--- src/rtl/t05_flv_pkg.sv ---
// Shared constants, FSM state encoding and index-to-address mapping for the
// find-least-value pass sequencer.
package t05_flv_pkg;

  localparam int NUM_CHARS = 128;
  localparam int MAX_NODES = 127;
  localparam logic [8:0] NONE_IDX = 9'h180;

  typedef enum logic [3:0] {
    S_IDLE,
    S_CLEAR,
    S_RD,
    S_CMP,
    S_EVAL,
    S_WIPE1,
    S_WIPE2,
    S_WRSUM,
    S_EMIT,
    S_DONE,
    S_ERR
  } state_t;

  // Index is {region, slot}; region 1 lives above the character slots.
  function automatic logic [8:0] idx_to_addr(input logic [8:0] index);
    logic [8:0] slot;
    slot = {1'b0, index[7:0]};
    return index[8] ? slot + 9'(NUM_CHARS) : slot;
  endfunction

endpackage

--- src/rtl/t05_flv_memport.sv ---
// Single-request memory port: presents one request at a time and captures the
// read word on the accepting cycle.
module t05_flv_memport #(
  parameter int DATA_W = 64
) (
  input  logic              clk,
  input  logic              rst,
  input  logic              req,
  input  logic              wr,
  input  logic [8:0]        addr,
  input  logic [DATA_W-1:0] wdata,
  output logic              accepted,
  output logic [DATA_W-1:0] rdata,
  output logic              mem_req,
  output logic              mem_wr,
  output logic [8:0]        mem_addr,
  output logic [DATA_W-1:0] mem_wdata,
  input  logic              mem_ack,
  input  logic [DATA_W-1:0] mem_rdata
);

  // Request fields come from registered FSM state, so they stay put until ack.
  assign mem_req   = req;
  assign mem_wr    = req & wr;
  assign mem_addr  = req ? addr : '0;
  assign mem_wdata = (req & wr) ? wdata : '0;
  assign accepted  = req & mem_ack;

  always_ff @(posedge clk) begin
    if (rst) begin
      rdata <= '0;
    end else if (accepted && !wr) begin
      rdata <= mem_rdata;
    end
  end

endmodule

--- src/rtl/t05_flv_sequencer.sv ---
// Pass-level controller: scans all live entries into the FLV datapath, merges
// the two least entries into a new sum node, and repeats until one remains.
module t05_flv_sequencer
  import t05_flv_pkg::*;
#(
  parameter int DATA_W = 64
) (
  input  logic              clk,
  input  logic              rst,
  input  logic              start,
  output logic              mem_req,
  output logic              mem_wr,
  output logic [8:0]        mem_addr,
  output logic [DATA_W-1:0] mem_wdata,
  input  logic              mem_ack,
  input  logic [DATA_W-1:0] mem_rdata,
  output logic              flv_clear,
  output logic              comp_valid,
  output logic [DATA_W-1:0] comp_val,
  output logic [8:0]        comp_index,
  input  logic [8:0]        least1,
  input  logic [8:0]        least2,
  input  logic [DATA_W-1:0] sum,
  output logic              node_valid,
  input  logic              node_ready,
  output logic [8:0]        node_left,
  output logic [8:0]        node_right,
  output logic [7:0]        node_id,
  output logic              busy,
  output logic              done,
  output logic [8:0]        root,
  output logic              overflow,
  output logic [3:0]        state_dbg
);

  state_t            state;
  logic [8:0]        idx;
  logic [7:0]        node_cnt;
  logic [8:0]        l1_q, l2_q;
  logic [DATA_W-1:0] s_q;
  logic              eval_wait;
  logic              req_en, req_wr, accepted;
  logic [8:0]        req_addr, idx_off;
  logic [DATA_W-1:0] req_wdata, rd_data;

  always_comb begin
    req_en    = 1'b0;
    req_wr    = 1'b0;
    req_addr  = '0;
    req_wdata = '0;
    case (state)
      S_RD:    begin req_en = 1'b1; req_addr = idx; end
      S_WIPE1: begin req_en = 1'b1; req_wr = 1'b1; req_addr = idx_to_addr(l1_q); end
      S_WIPE2: begin req_en = 1'b1; req_wr = 1'b1; req_addr = idx_to_addr(l2_q); end
      S_WRSUM: begin
        req_en    = 1'b1;
        req_wr    = 1'b1;
        req_addr  = 9'(NUM_CHARS) + {1'b0, node_cnt};
        req_wdata = s_q;
      end
      default: ;
    endcase
  end

  t05_flv_memport #(.DATA_W(DATA_W)) u_memport (
    .clk       (clk),
    .rst       (rst),
    .req       (req_en),
    .wr        (req_wr),
    .addr      (req_addr),
    .wdata     (req_wdata),
    .accepted  (accepted),
    .rdata     (rd_data),
    .mem_req   (mem_req),
    .mem_wr    (mem_wr),
    .mem_addr  (mem_addr),
    .mem_wdata (mem_wdata),
    .mem_ack   (mem_ack),
    .mem_rdata (mem_rdata)
  );

  // Handshakes: mem_req/mem_ack and node_valid/node_ready both transfer on the
  // cycle where both are high; the offering side holds every field until then.
  always_ff @(posedge clk) begin
    if (rst) begin
      state     <= S_IDLE;
      idx       <= '0;
      node_cnt  <= '0;
      l1_q      <= '0;
      l2_q      <= '0;
      s_q       <= '0;
      eval_wait <= 1'b0;
      root      <= NONE_IDX;
      overflow  <= 1'b0;
    end else begin
      case (state)
        S_IDLE: if (start) begin
          node_cnt <= '0;
          overflow <= 1'b0;
          state    <= S_CLEAR;
        end
        S_CLEAR: begin
          idx   <= '0;
          state <= S_RD;
        end
        S_RD: if (accepted) state <= S_CMP;
        S_CMP: begin
          idx <= idx + 9'd1;
          if (idx + 9'd1 == 9'(NUM_CHARS) + {1'b0, node_cnt}) begin
            eval_wait <= 1'b1;
            state     <= S_EVAL;
          end else begin
            state <= S_RD;
          end
        end
        S_EVAL: begin
          // First cycle lets the datapath register the final entry.
          if (eval_wait) begin
            eval_wait <= 1'b0;
          end else if (least1 == NONE_IDX) begin
            root  <= NONE_IDX;
            state <= S_DONE;
          end else if (least2 == NONE_IDX) begin
            root  <= least1;
            state <= S_DONE;
          end else begin
            l1_q  <= least1;
            l2_q  <= least2;
            s_q   <= sum;
            state <= S_WIPE1;
          end
        end
        S_WIPE1: if (accepted) state <= S_WIPE2;
        S_WIPE2: if (accepted) state <= S_WRSUM;
        S_WRSUM: if (accepted) state <= S_EMIT;
        S_EMIT: if (node_ready) begin
          node_cnt <= node_cnt + 8'd1;
          if (node_cnt + 8'd1 == 8'(MAX_NODES)) begin
            overflow <= 1'b1;
            state    <= S_ERR;
          end else begin
            state <= S_CLEAR;
          end
        end
        S_DONE:  state <= S_IDLE;
        S_ERR:   state <= S_IDLE;
        default: state <= S_IDLE;
      endcase
    end
  end

  assign idx_off    = idx - 9'(NUM_CHARS);
  assign flv_clear  = (state == S_CLEAR);
  assign comp_valid = (state == S_CMP);
  assign comp_val   = comp_valid ? rd_data : '0;
  assign comp_index = !comp_valid ? 9'd0 :
                      (idx < 9'(NUM_CHARS)) ? {1'b0, idx[7:0]} : {1'b1, idx_off[7:0]};
  assign node_valid = (state == S_EMIT);
  assign node_left  = node_valid ? l1_q : '0;
  assign node_right = node_valid ? l2_q : '0;
  assign node_id    = node_valid ? node_cnt : '0;
  assign busy       = (state != S_IDLE);
  assign done       = (state == S_DONE) || (state == S_ERR);
  assign state_dbg  = state;

endmodule

--- config.mk ---
export PLATFORM = sky130hd
export DESIGN_NAME = t05_flv_sequencer
export DESIGN_NICKNAME = d
export VERILOG_FILES = /design/src/rtl/t05_flv_pkg.sv /design/src/rtl/t05_flv_memport.sv /design/src/rtl/t05_flv_sequencer.sv
export SDC_FILE = /design/constraint.sdc
export NUM_CORES = 1
export LEC_CHECK = 0
export ABC_AREA = 1
export CAP_MARGIN = 25
export CORE_AREA = 8 8 153 155
export DETAILED_ROUTE_END_ITERATION = 10
export DIE_AREA = 0 0 161 163
export PLACE_DENSITY = 0.85
export SETUP_SLACK_MARGIN = 0.02
export SLEW_MARGIN = 20
export SYNTH_ARGS = -nofsm -noshare
export SYNTH_HDL_FRONTEND = slang
export SYNTH_SLANG_ARGS = --single-unit
--- constraint.sdc ---
create_clock -name clk -period 1.5 [get_ports clk]
set_input_delay 0.375 -clock clk [delete_from_list [all_inputs] [get_ports clk]]
set_output_delay 0.375 -clock clk [all_outputs]
set_load 0.02 [all_outputs]
==> Word-level counts from Yosys, hierarchy flattened <==
Index checks and enable logic that the tools add are counted.
{ "word_totals": {"ff_bits": 178, "in_bits": 151, "output_inout_bits": 193, "elab_cells": 100} }
{ "classes": {"add_sub_neg": 6, "magnitude_cmp": 1, "eq_ne": 23, "n_mux": 38, "bitwise_logic": 5, "n_reduce_logical": 17} }
{ "ops": {"columns": ["operator", "n"], "rows": [
  ["64-bit two-way mux", 3],
  ["9-bit two-way mux", 9],
  ["4-bit two-way mux", 10],
  ["4-bit one-hot mux with 9 select lines", 1],
  ["9-bit one-hot mux with 4 select lines", 1],
  ["8-bit two-way mux", 3],
  ["8-bit by 8-bit adder with 9-bit output (second input constant)", 2],
  ["9-bit equality test (second input constant)", 2],
  ["9-bit one-hot mux with 2 select lines", 1],
  ["4-bit by 3-bit equality test with 1-bit output (second input constant)", 4],
  ["8-bit one-hot mux with 2 select lines", 1],
  ["2-bit by 1-bit inequality test with 1-bit output (second input constant)", 7],
  ["4-bit equality test (second input constant)", 3],
  ["8-bit by 8-bit adder with 9-bit output (first input constant)", 1],
  ["9-bit by 1-bit adder with 9-bit output (second input constant)", 1],
  ["9-bit equality test", 1],
  ["9-bit by 8-bit < comparator with 1-bit output (second input constant)", 1],
  ["8-bit by 1-bit adder with 8-bit output (second input constant)", 1],
  ["4-bit by 2-bit equality test with 1-bit output (second input constant)", 2],
  ["8-bit by 7-bit equality test with 1-bit output (second input constant)", 1],
  ["4-bit AND reduction", 2],
  ["2-bit nonzero test", 4],
  ["8-bit subtractor (second input constant)", 1],
  ["7-bit AND reduction", 1],
  ["other kinds (16)", 27]
]} }

==> Longest topological paths before layout <==
{ "logic_depth": {"ltp_word": 6, "mapped_depth": 14, "ltp_nobuf": 14} }

==> Modules after synthesis <==
Synthesis repeated with hierarchy kept, for this count alone.
{ "unflattened": {"hier_cells": 1525, "area_unflattened_um2": 9301.4} }
{ "modules_own_cells": {"columns": ["module", "n_inst", "cells_each", "area_per_inst_um2", "seq_area_each_um2"], "rows": [
  ["t05_flv_sequencer", 1, 959, 6050.8, 2282.2],
  ["t05_flv_memport", 1, 566, 3250.6, 1281.2]
]} }

==> Least setup slack after synthesis <==
Ideal clock, no wire load.
{ "synth_path": {"kind": "register to output", "from": "reg state[2], in the netlist state_dbg[2]", "to": "out mem_wdata[30]", "arrival_ns": 1.588, "t_required_ns": 1.125, "path_slack_ns": -0.463, "stages_incl_launch_ff": 9, "n_path_buf": 2, "path_cell_list": "dfxtp_1 -> inv_1 -> nor2_2 -> inv_2 -> nor2_1 -> inv_1 -> clkbuf_1 -> buf_1 -> nor2_1"} }
{ "synth_via": {"elab_chain_len": 5, "word_cells_on_any_way": 11, "classes_between": "eq/ne (4); mux (4); bitwise (1); reduce/logical (2)"} }
{ "synth_lines": {"columns": ["element", "line_no", "rtl"], "rows": [
  ["from (decl)", "t05_flv_sequencer.sv:36", "state_t state;"],
  ["from (signal assigned)", "t05_flv_sequencer.sv:86", "state <= S_IDLE;"],
  ["from (signal assigned)", "t05_flv_sequencer.sv:100", "state <= S_CLEAR;"],
  ["from (signal assigned)", "t05_flv_sequencer.sv:104", "state <= S_RD;"],
  ["4-bit by 3-bit equality test with 1-bit output or 4-bit by 2-bit equality test with 1-bit output (tied branches)", "t05_flv_sequencer.sv:51", "case (state)"],
  ["4-bit OR reduction (no source line) or 3-bit OR reduction (tied branches)", null, null],
  ["1-bit two-way mux", "t05_flv_sequencer.sv:51", null],
  ["1-bit bitwise AND", "t05_flv_memport.sv:26", "assign mem_wdata = (req & wr) ? wdata : '0;"],
  ["64-bit two-way mux *", "t05_flv_memport.sv:26", null],
  ["to (decl)", "t05_flv_sequencer.sv:14", "output logic [DATA_W-1:0] mem_wdata,"]
]} }
Every way passes the cells marked *; elsewhere a longest branch is shown, timed or not.

==> Worst setup path after layout <==
{ "layout_path": {"from": "reg state[2], in the netlist state_dbg[2]", "to": "out mem_addr[4]"} }
{ "layout_via": {"elab_chain_len": 4, "word_cells_on_any_way": 8, "classes_between": "eq/ne (4); mux (3); reduce/logical (1)"} }
{ "layout_lines": {"columns": ["element", "line_no", "rtl"], "rows": [
  ["4-bit by 3-bit equality test with 1-bit output or 4-bit by 2-bit equality test with 1-bit output (tied branches)", "t05_flv_sequencer.sv:51", null],
  ["4-bit OR reduction (no source line)", null, null],
  ["1-bit two-way mux", "t05_flv_sequencer.sv:51", null],
  ["9-bit two-way mux *", "t05_flv_memport.sv:25", "assign mem_addr = req ? addr : '0;"],
  ["to (decl)", "t05_flv_sequencer.sv:13", "output logic [8:0] mem_addr,"]
]} }
Marks and branches as above.

==> impl_metrics.yaml <==
floorplanning:
  initial_utilization_pct: 38.6
  ios: 344
  core-area_sq_mm: 0.0208
  die_area_sq_mm: 0.0262
  chipWidth_um: 161
  num_rows: 53
  fp.dieH_um: 163
pwr:
  power_density_mw_per_mm2: 763
  p_seq_share_pct: 42.2
  sw_frac_of_total_pct: 30.0
  p_sw_mw: 3.59
  power.share.combinational_pct: 21.4
  intPower_mw: 8.37
  clockPowerShare_pct: 36.4
  ir_drop_mv: 0.675
  p_leak_nw: 5.76
timing:
  fin_setup_tns_ps: -180710
  max_slew_margin_pct: 78.4
  worstMarginPinSlew_ps: 320
  period_needed_ps: 2210
  final_hold_viol_count: 0
  maxSlewViolCount: 0
  clock_skew_ps: 12.7
  rsz0062_at_grt: "yes"
  post-route-period-util_pct: 147
  setup_viol: 361
  max_freq_ghz: 0.453
  worst_slack_ps: -709
grt:
  first_global_vias: 9905
  grt_overflow: 0
  grt_use_total_pct: 24.9
  antenna_found_initial: 1
  grt_pass1_wl_um: 52400
  grt_max_degree: 41
critical_path:
  cp_cell_sequence: "inv_4 -> nor2_4 -> inv_2 -> nor2_2 -> buf_6 -> inv_12 -> o22ai_2 -> a21oi_2 -> o21ai_2 -> buf_6"
  cp-end-kind: "output pin"
  cp-startpoint: "state_dbg[2]"
  crit_buf_inv: 5
  rr_worst_depth: 16
  cp-start-kind: "flip-flop"
  crit_top_cell: "buf_6"
  slowest_delay_ps: 360
  r2r_start: "state_dbg[0]"
  cp_num_cells: 10
  r2r_setup_slack_ps: -560
  path_max_fanout: 12
  cpLargestDelayFamily: "buffers and inverters"
  cp_data_arrival_time_ps: 1830
  slowest_stage: "dfxtp_4"
  required_ps: 1120
  critPathKind: "reg -> out"
route:
  viasPerCell: 5.13
  num_vias: 9912
  wl_um: 36300
  drt-wirelength-per-cell_um: 18.8
  first_iter_violations: 836
  drt_first_pass_iters: 5
  detail-route-antenna-nets: 0
  drc: 0
layout:
  num-nets-final: 1801
  syn_to_final_growth_pct: 94.8
  regArea_sq_mm: 0.00358
  drive_gt1_share_pct: 37.6
  final_common_cell: "inv_1"
  num-fill-cells: 1358
  final_area_sq_mm: 0.0157
  layout_common_cells: "194 x inv_1, 176 x buf_6, 173 x dfxtp_1, 170 x a21oi_1, 165 x nor2_4"
  multi_input_area_sq_mm: 0.00480
place:
  dpl_cell_area_sq_mm: 0.0141
  dp_hpwl_um: 25500
  place.gp.congestion: 0.909
  io_buffers: 343
clock_network:
  clk_latency_ps: 420
  clk_pin_slew_ps: 70
  cts_tree: "done"
  htreeDepth: 4
  clockRootBuffer: "clkbuf_16"
  cts.path.max_buffers: 2
  numCtsBuffers: 17
  clock_sinks: 178
synthesis:
  synth.avg_cell_area_sq_um: 6.83
  ys_ff_latch: 178
  yosys_warnings: 0
  netlist_area_sq_mm: 0.00804
  synthCells: 1177
  ys_types: 34
  ys_seq_area_share_pct: 44.3
  synth_nets: 1333
min_path:
  whs_path_depth: 2
  min-delay-start: "root[5]"
  hp-class: "reg -> reg"
job:
  maxCapViolations: 0
outcome:
  status: "finished, violations left"
  violations: "setup timing"
## through the flow
| step | utilization [%] | std cells | power [mW] | hold WS, ps | worst slack [ps] |
|---|---|---|---|---|---|
| 2_1_floorplan | - | 1177 | 6.28 | 430 | -210 |
| 3_3_place_gp | 67.9 | 1867 | 7.28 | 436 | -707 |
| 3_5_place_dp | 67.9 | 1867 | 7.34 | 444 | -767 |
| 4_1_cts | 72.9 | 1917 | 11.8 | 454 | -712 |
| 5_1_grt | 75.2 | 1934 | 12.5 | 480 | -798 |
| 6_report | 75.2 | 1934 | 12.0 | 451 | -709 |
## per-layer routing
metal | vias up | GRT usage, % | wire, um
met5 | - | 0 | 0
met4 | 0 | 13.9 | 2070
met3 | 136 | 5.43 | 2620
met2 | 502 | 43.2 | 18000
met1 | 4609 | 28.1 | 13600
li1 | 4665 | - | -
## final timing paths
check | endpoint
hold / removal | root[5]
setup / recovery | mem_addr[4]
hold reg to reg | root[5]
setup reg to reg | node_cnt[5]
## area by class of cell
type                       count  share of cell area [%]
clock inverter                14                   0.887
timing repair buffer         518                    35.2
multi-input combinational    717                    30.6
tap                          275                    2.20
sequential                   178                    22.8
timing repair inverter         2                   0.200
antenna                        1                  0.0160
inverter                     211                    5.30
clock buffer                  18                    2.74
## sequential cells by signal (all words and copies together), names as in the netlist
register and flops:
eval_wait 1, idx 9, l1_q 9, l2_q 9, node_cnt 8, overflow 1
root 9, s_q 64, state_dbg 4, u_memport.rdata 64
## kinds of logic (layout without fill, tap and decap cells)
kind of cell	Yosys count	count (layout)	synth area share, %
AOI/OAI and AO/OA	353	353	22.5
xor gates and xnor gates	4	4	0.436
adders and majority gates	5	5	0.778
buffers and inverters	282	763	14.0
DFF	178	178	44.3
other	0	1	0
and+or+nand+nor	355	355	17.9
## power by group through the flow
stage                     clock (mW)  sequential (mW)  combinational (mW)
final                           4.35             5.04                2.56
after global routing            4.67             5.06                2.73
after CTS                       4.44             5.04                2.35
after detailed placement           0             5.14                2.20
after global placement             0             5.13                2.15
after floorplan                    0             5.15                1.14
## what timing repair did
action | in CTS | in global routing
gates resized for setup | 1072 | 87
gates cloned | 8 | 5
pin swaps | 6 | 10
setup endpoints to repair | 362 | 363
hold buffers | 0 | 0
setup buffers | 10 | 14
## tightest hold or removal path, cell delays in order, from the launching register on
cell and delay (ps):
dfxtp_1 310, inv_1 50, a21oi_1 50
## synth_stat cells
cell,count,area [sq um]
nor2_1,190,713
nand3_1,30,150
inv_4,1,6.26
clkinv_1,1,3.75
o2111ai_1,6,52.6
nor3_1,3,15.0
buf_4,2,15.0
nor4_1,3,18.8
a211oi_1,3,22.5
o21ai_1,12,60.1
a21oi_1,177,886
nand4_1,2,12.5
xnor2_1,1,8.76
or2_2,1,6.26
o22ai_1,5,31.3
o211ai_1,2,15.0
o21ai_0,148,741
inv_1,202,758
clkbuf_1,49,184
nor2_2,3,18.8
clkbuf_2,5,25.0
nor3_2,2,20.0
nor2_4,2,22.5
or2_4,1,8.76
buf_1,2,7.51
nand2_2,3,18.8
nand2_1,114,428
ha_1,5,62.6
buf_6,6,67.6
inv_2,7,26.3
xor2_1,3,26.3
buf_2,7,35.0
dfxtp_1,178,3560
nand3_2,1,10.0
No activity file was read; power rests on OpenSTA's default activity.
